==> src/rtl/urng_sched_if.sv <==
// rtl/urng_sched_if.sv - URNG scheduler bus: enable, requests, URNG word in, grant/data/status out
interface urng_sched_if #(
    parameter int N  = 4,
    parameter int DW = 32,
    parameter int CW = 16
);
    logic          EN;
    logic [N-1:0]  REQ;
    logic [DW-1:0] TAU_IN;
    logic          ST_OUT;
    logic [N-1:0]  GNT;
    logic          VLD;
    logic [DW-1:0] DATA;
    logic          BUSY;
    logic [CW-1:0] DROPS;

    modport master (
        input  EN, REQ, TAU_IN,
        output ST_OUT, GNT, VLD, DATA, BUSY, DROPS
    );

    modport slave (
        output EN, REQ, TAU_IN,
        input  ST_OUT, GNT, VLD, DATA, BUSY, DROPS
    );
endinterface

==> src/rtl/urng_sched.sv <==
// rtl/urng_sched.sv - round-robin scheduler sharing Tausworthe URNG words among N requesters
module urng_sched #(
    parameter int N  = 4,
    parameter int DW = 32,
    parameter int CW = 16
) (
    input  logic         CK,
    input  logic         RB,
    urng_sched_if.master bus
);
    localparam int LW = (N > 1) ? $clog2(N) : 1;

    typedef enum logic [1:0] {IDLE, SEED, RUN} state_t;

    state_t        state, state_n;
    logic [1:0]    ph, ph_n;
    logic          taken, taken_n;
    logic [LW-1:0] last, last_n, pick;
    logic [N-1:0]  hi_req;
    logic          grant;
    logic          st_q, st_n, vld_q, vld_n, busy_q, busy_n;
    logic [N-1:0]  gnt_q, gnt_n;
    logic [DW-1:0] data_q, data_n;
    logic [CW-1:0] drops_q, drops_n;

    // first request above LAST wins; otherwise wrap to the lowest request
    always_comb begin
        hi_req = '0;
        for (int i = 0; i < N; i++) begin
            hi_req[i] = bus.REQ[i] && (i > int'(last));
        end
        pick = '0;
        for (int i = N - 1; i >= 0; i--) begin
            if (bus.REQ[i]) pick = i[LW-1:0];
        end
        if (hi_req != '0) begin
            for (int i = N - 1; i >= 0; i--) begin
                if (hi_req[i]) pick = i[LW-1:0];
            end
        end
    end

    always_comb begin
        state_n = state;
        ph_n    = ph;
        taken_n = taken;
        last_n  = last;
        gnt_n   = '0;
        vld_n   = 1'b0;
        data_n  = data_q;
        drops_n = drops_q;
        grant   = 1'b0;
        case (state)
            IDLE: begin
                if (bus.EN) state_n = SEED;
            end
            SEED: begin
                state_n = RUN;
                ph_n    = 2'd0;
                taken_n = 1'b0;
            end
            RUN: begin
                ph_n = ph + 2'd1;
                if (!bus.EN) begin
                    state_n = IDLE;
                end else begin
                    grant = (bus.REQ != '0) && !taken;
                    if (grant) begin
                        gnt_n[pick] = 1'b1;
                        vld_n       = 1'b1;
                        data_n      = bus.TAU_IN;
                        last_n      = pick;
                        taken_n     = 1'b1;
                    end
                    // URNG steps on this edge, so the next sample starts untaken
                    if (ph == 2'd3) begin
                        taken_n = 1'b0;
                        if (!taken && !grant && drops_q != '1) drops_n = drops_q + CW'(1);
                    end
                end
            end
            default: state_n = IDLE;
        endcase
        st_n   = (state_n == SEED);
        busy_n = (state_n != IDLE);
    end

    always_ff @(posedge CK or posedge RB) begin
        if (RB) begin
            state   <= IDLE;
            ph      <= 2'd0;
            taken   <= 1'b0;
            last    <= LW'(N - 1);
            st_q    <= 1'b0;
            vld_q   <= 1'b0;
            busy_q  <= 1'b0;
            gnt_q   <= '0;
            data_q  <= '0;
            drops_q <= '0;
        end else begin
            state   <= state_n;
            ph      <= ph_n;
            taken   <= taken_n;
            last    <= last_n;
            st_q    <= st_n;
            vld_q   <= vld_n;
            busy_q  <= busy_n;
            gnt_q   <= gnt_n;
            data_q  <= data_n;
            drops_q <= drops_n;
        end
    end

    assign bus.ST_OUT = st_q;
    assign bus.GNT    = gnt_q;
    assign bus.VLD    = vld_q;
    assign bus.DATA   = data_q;
    assign bus.BUSY   = busy_q;
    assign bus.DROPS  = drops_q;
endmodule

==> src/flat_wrapper.sv <==
// flat-port wrapper written by rule: the top's interface ports become plain ports
module urng_sched_flat 
#(
    parameter int N  = 4,
    parameter int DW = 32,
    parameter int CW = 16
)
  (CK, RB, bus_EN, bus_REQ, bus_TAU_IN, bus_ST_OUT, bus_GNT, bus_VLD, bus_DATA, bus_BUSY, bus_DROPS);
  urng_sched_if #(.N(N), .DW(DW), .CW(CW)) bus_i ();
  input  logic CK;
  input  logic RB;
  input wire logic [$bits(bus_i.EN)-1:0] bus_EN;
  input wire logic [$bits(bus_i.REQ)-1:0] bus_REQ;
  input wire logic [$bits(bus_i.TAU_IN)-1:0] bus_TAU_IN;
  output wire logic [$bits(bus_i.ST_OUT)-1:0] bus_ST_OUT;
  output wire logic [$bits(bus_i.GNT)-1:0] bus_GNT;
  output wire logic [$bits(bus_i.VLD)-1:0] bus_VLD;
  output wire logic [$bits(bus_i.DATA)-1:0] bus_DATA;
  output wire logic [$bits(bus_i.BUSY)-1:0] bus_BUSY;
  output wire logic [$bits(bus_i.DROPS)-1:0] bus_DROPS;
  assign bus_i.EN = bus_EN;
  assign bus_i.REQ = bus_REQ;
  assign bus_i.TAU_IN = bus_TAU_IN;
  assign bus_ST_OUT = bus_i.ST_OUT;
  assign bus_GNT = bus_i.GNT;
  assign bus_VLD = bus_i.VLD;
  assign bus_DATA = bus_i.DATA;
  assign bus_BUSY = bus_i.BUSY;
  assign bus_DROPS = bus_i.DROPS;
  urng_sched #(.N(N), .DW(DW), .CW(CW)) u_core (.CK(CK), .RB(RB), .bus(bus_i));
endmodule
==> config.mk <==
export PLATFORM = sky130hd
export DESIGN_NAME = urng_sched_flat
export DESIGN_NICKNAME = d
export VERILOG_FILES = /design/src/rtl/urng_sched_if.sv /design/src/rtl/urng_sched.sv /design/src/flat_wrapper.sv
export SDC_FILE = /design/constraint.sdc
export NUM_CORES = 1
export LEC_CHECK = 0
export ABC_AREA = 1
export CORE_ASPECT_RATIO = 1.4
export CORE_MARGIN = 8
export CORE_UTILIZATION = 55
export CTS_CLUSTER_DIAMETER = 100
export CTS_CLUSTER_SIZE = 28
export DETAILED_ROUTE_END_ITERATION = 8
export DONT_BUFFER_PORTS = 1
export PLACE_DENSITY_LB_ADDON = 0.2
export SLEW_MARGIN = 20
export SYNTH_ARGS = -nofsm -noshare
export SYNTH_HDL_FRONTEND = slang
export SYNTH_SLANG_ARGS = --single-unit
==> constraint.sdc <==
create_clock -name CK -period 2.3 [get_ports CK]
set_input_delay 0.46 -clock CK [delete_from_list [all_inputs] [get_ports CK]]
set_output_delay 0.46 -clock CK [all_outputs]
set_load 0.1 [all_outputs]
==> results.sh, run 1 <==
export IMPL_outcome="finished clean"
export IMPL_intPower_mw=2.63
export IMPL_antenna_cells=0
export IMPL_dieArea_sq_mm=0.00800
export IMPL_synth_warnings=0
export IMPL_worst_slew_pin_slew_ns=0.514
export IMPL_first_pass_iters=4
export IMPL_synth_edff_count=0
export IMPL_grt_ovfl_total=0
export IMPL_ios=94
export IMPL_viasPerCell=4.94
export IMPL_critPathKind="register to register"
export IMPL_p_comb_share_pct=55.2
export IMPL_fill_cells=427
export IMPL_fin_crit_sh_pct=79.9
export IMPL_cts_htree_levels=3
export IMPL_p_leak_nw=1.96
export IMPL_dpl_hpwl_um=5190
export IMPL_syn_area_per_cell_sq_um=8.11
export IMPL_grtUsageTotal_pct=17.7
export IMPL_drc=0
export IMPL_syn_nets=409
export IMPL_rsz0062_at_grt="false"
export IMPL_report_final_slew_viol_count=0
export IMPL_syn_inst=364
export IMPL_wl_per_cell_um=13.8
export IMPL_max_freq_mhz=544
export IMPL_cpMostUsedCell="nand2_1"
export IMPL_clk_pin_slew_ns=0.07
export IMPL_detail_route_antenna_nets=0
export IMPL_critPathArrivalTime_ns=2.11
export IMPL_gp_congestion=0.827
export IMPL_synth_cell_types=28
export IMPL_grt_max_degree=34
export IMPL_fin_worst_skew_ns=0.00363
export IMPL_cts_tree="built"
export IMPL_post_cts_buffers=0
export IMPL_synth_most_common_cell="nand2_1"
export IMPL_worstHoldPathType="primary input to async pin"
export IMPL_finalSetupViolCount=0
export IMPL_post_route_util_pct=70.4
export IMPL_crit_chain="inv_1 -> ha_1 -> nand2_1 -> nor2_1 -> nand2_1 -> inv_2 -> buf_4 -> nand2_1 -> nand2_1"
export IMPL_cts_num_sinks=62
export IMPL_switching_share_pct=54.7
export IMPL_num_rows=31
export IMPL_hold_buffers=0
export IMPL_ys_seq_elements=62
export IMPL_ir_worst_vdd_mv=0.594
export IMPL_finalWirelength_um=6870
export IMPL_dieHeight_um=103
export IMPL_power_net_switching_mw=3.17
export IMPL_cp_max_fo=19
export IMPL_die_w_um=77.9
export IMPL_clockBufferDepth=2
export IMPL_antenna_found_initial=0
export IMPL_yosysTopAreaCell="dfrtp_1"
export IMPL_dr_total_vias=2455
export IMPL_max_stage_delay_ns=0.42
export IMPL_synth_top_area_share_pct=50.9
export IMPL_cts_resized=0
export IMPL_drtIter0Drc=98
export IMPL_port_buffers=0
export IMPL_pwr_share_seq_pct=27.2
export IMPL_start_util_pct=57.2
export IMPL_p_per_area_mw_per_mm2=1600
export IMPL_yosysSeqAreaShare_pct=52.7
export IMPL_root_buffer="clkbuf_8"
export IMPL_clk_latency_ns=0.33
export IMPL_maxCapViolations=0
export IMPL_area_growth_pct=23.0
export IMPL_hold_viol=0
export IMPL_crit_path_start_kind="register"
export IMPL_drive_gt1_share_pct=21.3
export IMPL_required_ns=2.57
export IMPL_async_reset_ff_share_pct=100
export IMPL_hold_ws_ns=0.0374
export IMPL_clockPowerShare_pct=17.6
export IMPL_fin_nets=471
export IMPL_fin_tns_setup_ns=0
export IMPL_numCtsBuffers=9
export IMPL_relSlewSlack_pct=65.7
export IMPL_finalCriticalPeriod_ns=1.84
export IMPL_yosys_top_cells_area="dfrtp_1 51%, nand2_1 25%, inv_1 2.8%"
export IMPL_core_sq_mm=0.00516
export IMPL_crit_path_end_kind="register"
export IMPL_ys_flop_type="dfrtp_1"
export IMPL_grt_pass1_wl_um=11300
export IMPL_synth_area_sq_mm=0.00295
export IMPL_synthTopCellsByCount="193 x nand2_1, 60 x dfrtp_1, 22 x inv_1, 20 x nor2_1, 10 x nand3_1"
export IMPL_grt_pass1_vias=2362
export IMPL_cpMaxStageDelayCell="dfrtp_1"
state kept, by name, indices dropped and copies added (netlist names):
register / count
u_core.bus.BUSY: 1
u_core.bus.DATA: 32
u_core.bus.DROPS: 16
u_core.bus.GNT: 4
u_core.bus.ST_OUT: 1
u_core.bus.VLD: 1
u_core.last: 2
u_core.ph: 2
u_core.state: 2
u_core.taken: 1
cell families (layout without fill, tap and decap cells):
group                    Yosys count  in the layout  synth area share (%)
XOR/XNOR                           7              7                  2.08
buffers and inverters             33            100                  5.39
AO/OA/AOI/OAI                     13             13                  2.84
adder cells (fa/ha/maj)            6              6                  2.54
AND/OR/NAND/NOR                  243            243                  34.5
flip-flops                        62             62                  52.7
final cells by class:
type                            instances  area, sq um  share of cell area (%)
Sequential cell                        62         1550                    42.8
Multi-Input combinational cell        269         1240                    34.1
Timing Repair Buffer                   59          443                    12.2
Clock buffer                           10          128                    3.52
Inverter                               25         98.8                    2.72
Clock inverter                          6         86.3                    2.38
Tap cell                               66         82.6                    2.28
metrics by stage:
| stage | instances | area [sq um] | power, mW | setup slack (ns) |
|---|---|---|---|---|
| floorplan | 364 | 2950 | 4.16 | 0.0718 |
| global placement | 481 | 3420 | 4.75 | 0.534 |
| detailed placement | 481 | 3420 | 4.81 | 0.483 |
| CTS | 497 | 3630 | 5.84 | 0.463 |
| global route | 497 | 3630 | 6.06 | 0.299 |
| finish | 497 | 3630 | 5.79 | 0.463 |
worst paths after layout:
| check | start | slack [ns] | depth (start not counted) | end |
|---|---|---|---|---|
| max | u_core.state[0] | 0.46 | 9 | u_core.bus.DATA[7] |
| min | RB | 0.04 | 1 | u_core.bus.DATA[19] |
| max reg2reg | u_core.state[0] | 0.46 | 9 | u_core.bus.DATA[7] |
| min reg2reg | u_core.ph[0] | 0.48 | 1 | u_core.ph[0] |
| max in group asynchronous | RB | 1.56 | 2 | u_core.bus.DATA[10] |
| min in group CK | bus_TAU_IN[22] | 0.24 | 2 | u_core.bus.DATA[22] |
power groups by stage:
| stage | registers (mW) | logic (mW) | clock network [mW] |
|---|---|---|---|
| global route | 1.61 | 3.35 | 1.10 |
| finish | 1.58 | 3.20 | 1.02 |
| global placement | 1.58 | 3.17 | 0 |
| floorplan | 3.63 | 0.536 | 0 |
| detailed placement | 1.59 | 3.22 | 0 |
| CTS | 1.58 | 3.22 | 1.04 |
critical path: cells and delay by family (launching register included):
family / cells / cell delay [ns]
flip-flops: 1 / 0.42
buffers and inverters: 3 / 0.65
AND/OR/NAND/NOR: 5 / 0.45
adder cells (fa/ha/maj): 1 / 0.25
layout by cell type, fill, tap and decap left out, types with 4 or more instances in the layout:
cell | Yosys | routed
a21oi_1 | 5 | 5
buf_4 | 3 | 59
clkbuf_8 | 0 | 9
dfrtp_1 | 60 | 60
ha_1 | 6 | 6
inv_1 | 22 | 21
nand2_1 | 193 | 193
nand3_1 | 10 | 10
nand4_1 | 7 | 7
nor2_1 | 20 | 20
o21ai_0 | 4 | 4
xnor2_1 | 4 | 4
routing by layer:
| metal | wire length (um) | global-route usage (%) | up-vias |
|---|---|---|---|
| li1 | - | - | 1247 |
| met1 | 2740 | 19.9 | 1117 |
| met2 | 3350 | 29.1 | 83 |
| met3 | 696 | 8.29 | 8 |
| met4 | 89 | 6.01 | 0 |
| met5 | 0 | 0 | - |
Power figures use the tool's default switching activity.
==> run 2: changes to the inputs <==
==> constraint.sdc (replaced) <==
create_clock -name CK -period 1.6 [get_ports CK]
set_input_delay 0.32 -clock CK [delete_from_list [all_inputs] [get_ports CK]]
set_output_delay 0.32 -clock CK [all_outputs]
set_load 0.1 [all_outputs]
==> run 2 against run 1 <==
Sequential cell count unchanged. Die area unchanged. Setup slack worse by 0.40 ns. Clock skew up 0.0049 ns. Largest cell class unchanged. Critical endpoint is now bus_DROPS[0]. Utilization up 4.5 points. Routed wire length up 10%. Design area up 6.4%. Highest routed layer unchanged. Global-route usage up 0.91 points.
==> results.sh, run 2 (synthesis results as in run 1) <==
export IMPL_outcome="finished clean"
export IMPL_reg2reg_depth=9
export IMPL_critPathArrivalTime_ns=1.21
export IMPL_dieHeight_um=103
export IMPL_layout_commonest_cell="nand2_1"
export IMPL_required_ns=1.28
export IMPL_cts_tree="built"
export IMPL_fin_crit_sh_pct=95.8
export IMPL_hold_depth=2
export IMPL_clockBufferDepth=2
export IMPL_finalSetupViolCount=0
export IMPL_crit_path_end_kind="output port"
export IMPL_grt_max_degree=34
export IMPL_r2r_end="u_core.bus.DROPS[13]"
export IMPL_num_rows=31
export IMPL_hold_end="u_core.bus.DATA[13]"
export IMPL_detail_route_antenna_nets=0
export IMPL_numCtsBuffers=9
export IMPL_fin_tns_setup_ns=0
export IMPL_finalWirelength_um=7580
export IMPL_crit_chain="buf_4 -> buf_4"
export IMPL_cts_htree_levels=3
export IMPL_port_buffers=0
export IMPL_first_pass_iters=4
export IMPL_clk_pin_slew_ns=0.07
export IMPL_maxCapViolations=0
export IMPL_start_util_pct=57.2
export IMPL_largest_reg_flops=32
export IMPL_die_w_um=77.9
export IMPL_r2r_slack_ns=0.09
export IMPL_drtIter0Drc=142
export IMPL_clk_latency_ns=0.33
export IMPL_p_per_area_mw_per_mm2=2150
export IMPL_antenna_found_initial=0
export IMPL_hold_ws_ns=0.0967
export IMPL_dpl_hpwl_um=5370
export IMPL_p_leak_nw=1.98
export IMPL_core_sq_mm=0.00516
export IMPL_ir_worst_vdd_mv=1.85
export IMPL_fin_nets=479
export IMPL_rr_startpoint="u_core.bus.DROPS[1]"
export IMPL_cpMaxStageDelayCell="dfrtp_4"
export IMPL_final_cell_mix="192 x nand2_1, 59 x buf_4, 44 x dfrtp_1"
export IMPL_critPathKind="register to output port"
export IMPL_area_growth_pct=31.0
export IMPL_gp_congestion=0.821
export IMPL_max_freq_mhz=652
export IMPL_crit_path_start_kind="register"
export IMPL_worstHoldPathType="primary input to register"
export IMPL_dr_total_vias=2604
export IMPL_antenna_cells=0
export IMPL_worst_slew_pin_slew_ns=0.494
export IMPL_max_stage_delay_ns=0.49
export IMPL_fin_worst_skew_ns=0.00849
export IMPL_ios=94
export IMPL_hold_viol=0
export IMPL_finalCriticalPeriod_ns=1.53
export IMPL_dieArea_sq_mm=0.00800
export IMPL_drive_gt1_share_pct=27.4
export IMPL_cpMostUsedCell="buf_4"
export IMPL_grt_pass1_wl_um=12000
export IMPL_wl_per_cell_um=15.0
export IMPL_drc=0
export IMPL_grt_ovfl_total=0
export IMPL_relSlewSlack_pct=67.0
export IMPL_report_final_slew_viol_count=0
export IMPL_grtUsageTotal_pct=18.7
export IMPL_cts_num_sinks=62
export IMPL_cp_max_fo=6
export IMPL_viasPerCell=5.17
export IMPL_root_buffer="clkbuf_8"
export IMPL_grt_pass1_vias=2676
export IMPL_min_from="bus_TAU_IN[13]"
run 2: cell types whose count changed in the layout (fill, tap and decap cells not counted), sizes merged:
cell,previous run,this run
buf,59,64
bufinv,2,1
clkbuf,10,12
clkinvlp,1,2
inv,24,23
clkinv,4,3
o21ai,5,6
dlygate4sd3,0,1
run 2: power breakdown:
part	switching [mW]	leakage [nW]	internal [mW]	total [mW]
sequential	0.188	0.776	2.06	2.25
combinational	3.81	1.11	0.930	4.74
clock	0.577	0.0952	0.748	1.33
run 2: layout make-up:
cell class	count	area [sq um]
clock buffers	11	141
clock inverters	4	47.5
fillers	407	1290
inverters	25	105
multi-input cells	270	1310
flip-flops and latches	62	1600
well taps	66	82.6
repair buffers	66	578
run 2: worst max path at each step:
stage                   startpoint                   to  slack [ns]
4_1_cts            u_core.state[0]   u_core.bus.DATA[7]       0.006
2_1_floorplan  u_core.bus.DROPS[0]  u_core.bus.DROPS[2]       -0.04
3_5_place_dp       u_core.state[0]   u_core.bus.DATA[7]        0.03
6_report       u_core.bus.DROPS[0]         bus_DROPS[0]        0.07
3_3_place_gp       u_core.state[0]  u_core.bus.DROPS[0]        0.07
5_1_grt            u_core.state[0]   u_core.bus.DATA[7]      -0.009
run 2: what timing repair did:
action                     CTS  global route
hold buffers                 1             0
setup endpoints to repair   33            54
buffers inserted             0             2
cloned                       0             2
hold endpoints to repair    16             0
resized for setup            1             8
pin swaps                    0             1
run 2: routing by layer:
layer | global-route usage (%) | part of all wire (%) | vias up
met1 | 19.7 | 38 | 1215
met5 | 0 | 0 | -
li1 | - | - | 1262
met3 | 8.03 | 9.3 | 10
met2 | 32.3 | 51 | 117
met4 | 7.15 | 1.9 | 0
run 2: per-stage QoR:
stage	setup slack, ns	power, mW	cells	util (%)	instance area, sq um
2_1_floorplan	-0.0397	5.99	364	-	3030
6_report	0.0664	8.31	504	74.9	3860
3_5_place_dp	0.0265	6.93	484	69.3	3580
5_1_grt	-0.00939	8.66	504	74.9	3860
4_1_cts	0.00586	8.28	500	73.2	3780
3_3_place_gp	0.0662	6.87	484	69.3	3580
run 2: critical path: cells and delay by family (launching register included):
kind / cells / cell delay (ns)
flip-flops: 1 / 0.49
buffers and inverters: 2 / 0.39
==> run 3: changes to the inputs <==
--- a/config.mk
+++ b/config.mk
@@ -6,9 +6,11 @@
 export NUM_CORES = 1
 export LEC_CHECK = 0
 export ABC_AREA = 1
+export CELL_PAD_IN_SITES_DETAIL_PLACEMENT = 0
+export CELL_PAD_IN_SITES_GLOBAL_PLACEMENT = 1
 export CORE_ASPECT_RATIO = 1.4
 export CORE_MARGIN = 8
-export CORE_UTILIZATION = 55
+export CORE_UTILIZATION = 41
 export CTS_CLUSTER_DIAMETER = 100
 export CTS_CLUSTER_SIZE = 28
 export DETAILED_ROUTE_END_ITERATION = 8
==> constraint.sdc (replaced) <==
create_clock -name CK -period 1.6 [get_ports CK]
set_input_delay 0.32 -clock CK [delete_from_list [all_inputs] [get_ports CK]]
set_output_delay 0.32 -clock CK [all_outputs]
set_load 0.05 [all_outputs]
==> run 3 against run 2 <==
First-iteration DRC count is 60% lower. Critical path depth increased by 7. Non-clock buffer count decreased by 39. Critical endpoint is now u_core.bus.DROPS[8]. Clock skew down 0.0024 ns. Largest cell class unchanged. Die area up 28%. Via count is 11% lower. Largest power group is now registers. Utilization shrank 24 points. Design area shrank 8.1%. Worst hold slack got worse by 0.0061 ns. Clock-buffer cell count rose by 2.
==> results.sh, run 3 (synthesis results as in run 1) <==
export IMPL_clk_latency_ns=0.33
export IMPL_dpl_hpwl_um=5290
export IMPL_grt_max_degree=34
export IMPL_p_leak_nw=1.79
export IMPL_relSlewSlack_pct=63.5
export IMPL_cts_htree_levels=3
export IMPL_cp_max_fo=16
export IMPL_crit_path_start_kind="register"
export IMPL_num_rows=36
export IMPL_pwr_share_seq_pct=61.3
export IMPL_final_area_sq_mm=0.00355
export IMPL_post_place_ws_ns=0.0248
export IMPL_layout_setup_ws_ns=0.140
export IMPL_antenna_cells=0
export IMPL_hold_ws_ns=0.0905
export IMPL_viasPerCell=4.67
export IMPL_numCtsBuffers=9
export IMPL_power_total_mw=6.21
export IMPL_switching_share_pct=47.5
export IMPL_final_cell_mix="192 x nand2_1, 49 x dfrtp_1, 20 x inv_1, 20 x nor2_1, 19 x buf_4"
export IMPL_post_route_util_pct=50.8
export IMPL_gp_congestion=0.764
export IMPL_core_sq_mm=0.00698
export IMPL_fill_cells=680
export IMPL_grt_ovfl_total=0
export IMPL_fin_nets=439
export IMPL_cts_num_sinks=62
export IMPL_clockPowerShare_pct=22.4
export IMPL_root_buffer="clkbuf_8"
export IMPL_grt_pass1_vias=2405
export IMPL_placed_cells=475
export IMPL_crit_path_end_kind="register"
export IMPL_clk_pin_slew_ns=0.07
export IMPL_placed_cell_area_sq_mm=0.00327
export IMPL_p_comb_share_pct=16.3
export IMPL_wl_per_cell_um=14.6
export IMPL_maxCapViolations=0
export IMPL_fin_worst_skew_ns=0.00610
export IMPL_p_per_area_mw_per_mm2=1750
export IMPL_ir_worst_vdd_mv=0.618
export IMPL_layout_commonest_cell="nand2_1"
export IMPL_rsz0062_at_grt="false"
export IMPL_start_util_pct=42.3
export IMPL_fin_crit_sh_pct=91.2
export IMPL_power_net_switching_mw=2.95
export IMPL_area_growth_pct=20.3
export IMPL_fin_cells=494
export IMPL_die_w_um=87.7
export IMPL_drtIter0Drc=57
export IMPL_max_freq_mhz=685
export IMPL_outcome="finished clean"
export IMPL_finalCriticalPeriod_ns=1.46
export IMPL_intPower_mw=3.26
export IMPL_report_final_slew_viol_count=0
export IMPL_grtUsageTotal_pct=14.9
export IMPL_required_ns=1.83
export IMPL_drive_gt1_share_pct=18.3
export IMPL_cts_tree="built"
export IMPL_port_buffers=0
export IMPL_fin_tns_setup_ns=0
export IMPL_dieArea_sq_mm=0.0102
export IMPL_first_pass_iters=6
export IMPL_grt_pass1_wl_um=11700
export IMPL_hold_viol=0
export IMPL_critPathArrivalTime_ns=1.69
export IMPL_detail_route_antenna_nets=0
export IMPL_worstHoldPathType="primary input to register"
export IMPL_ios=94
export IMPL_finalWirelength_um=7200
export IMPL_critPathKind="register to register"
export IMPL_finalSetupViolCount=0
export IMPL_worst_slew_pin_slew_ns=0.547
export IMPL_dieHeight_um=116
export IMPL_clockBufferDepth=2
export IMPL_antenna_found_initial=0
export IMPL_drc=0
export IMPL_dr_total_vias=2306
export IMPL_largest_reg_flops=32
run 3: final timing paths:
path | cells past startpoint | end | slack [ns] | startpoint
max in group asynchronous | 3 | u_core.bus.DATA[3] | 0.55 | RB
worst max register to register | 9 | u_core.bus.DROPS[8] | 0.14 | u_core.bus.DROPS[1]
worst min-delay path | 2 | u_core.bus.DATA[26] | 0.09 | bus_TAU_IN[26]
min in group asynchronous | 2 | u_core.bus.DATA[18] | 0.53 | RB
worst min register to register | 1 | u_core.ph[0] | 0.48 | u_core.ph[0]
worst max-delay path | 9 | u_core.bus.DROPS[8] | 0.14 | u_core.bus.DROPS[1]
run 3: final cells by class:
class / instances / area, sq um / share of cell area (%)
clock inverter: 3 / 42.5 / 1.20
inverter: 25 / 108 / 3.03
multi-input combinational: 269 / 1260 / 35.6
tap: 95 / 119 / 3.35
sequential: 62 / 1570 / 44.2
clock buffer: 13 / 159 / 4.48
timing repair buffer: 27 / 289 / 8.14
run 3: metal layers:
layer | wire length [um] | vias up | GRT usage [%]
met2 | 3540 | 66 | 25.0
met1 | 2850 | 1047 | 15.6
met5 | 0 | - | 0
li1 | - | 1181 | -
met4 | 165 | 0 | 9.22
met3 | 639 | 12 | 5.07
run 3: timing repair:
action | in CTS | in global routing
buffers inserted | 0 | 1
resized for setup | 0 | 7
endpoints found under the setup margin | 0 | 57
hold endpoints to repair | 20 | 0
hold buffers | 1 | 0
run 3: power by group through the flow:
| stage | clock, mW | sequential, mW | combinational (mW) |
|---|---|---|---|
| after floorplan | 0 | 3.73 | 0.767 |
| after global placement | 0 | 3.85 | 0.935 |
| after detailed placement | 0 | 3.85 | 0.971 |
| after CTS | 1.45 | 3.82 | 0.979 |
| after global routing | 1.53 | 3.88 | 1.19 |
| final | 1.39 | 3.81 | 1.01 |
run 3: critical path, cell delays in order, from the launching register on:
cell and delay [ns]:
dfrtp_2 0.41, ha_4 0.17, nand3_2 0.14, clkinv_4 0.10, nand3_4 0.08, nor2_2 0.14
nor2_4 0.05, buf_12 0.14, nand2_1 0.07, nand2_1 0.05
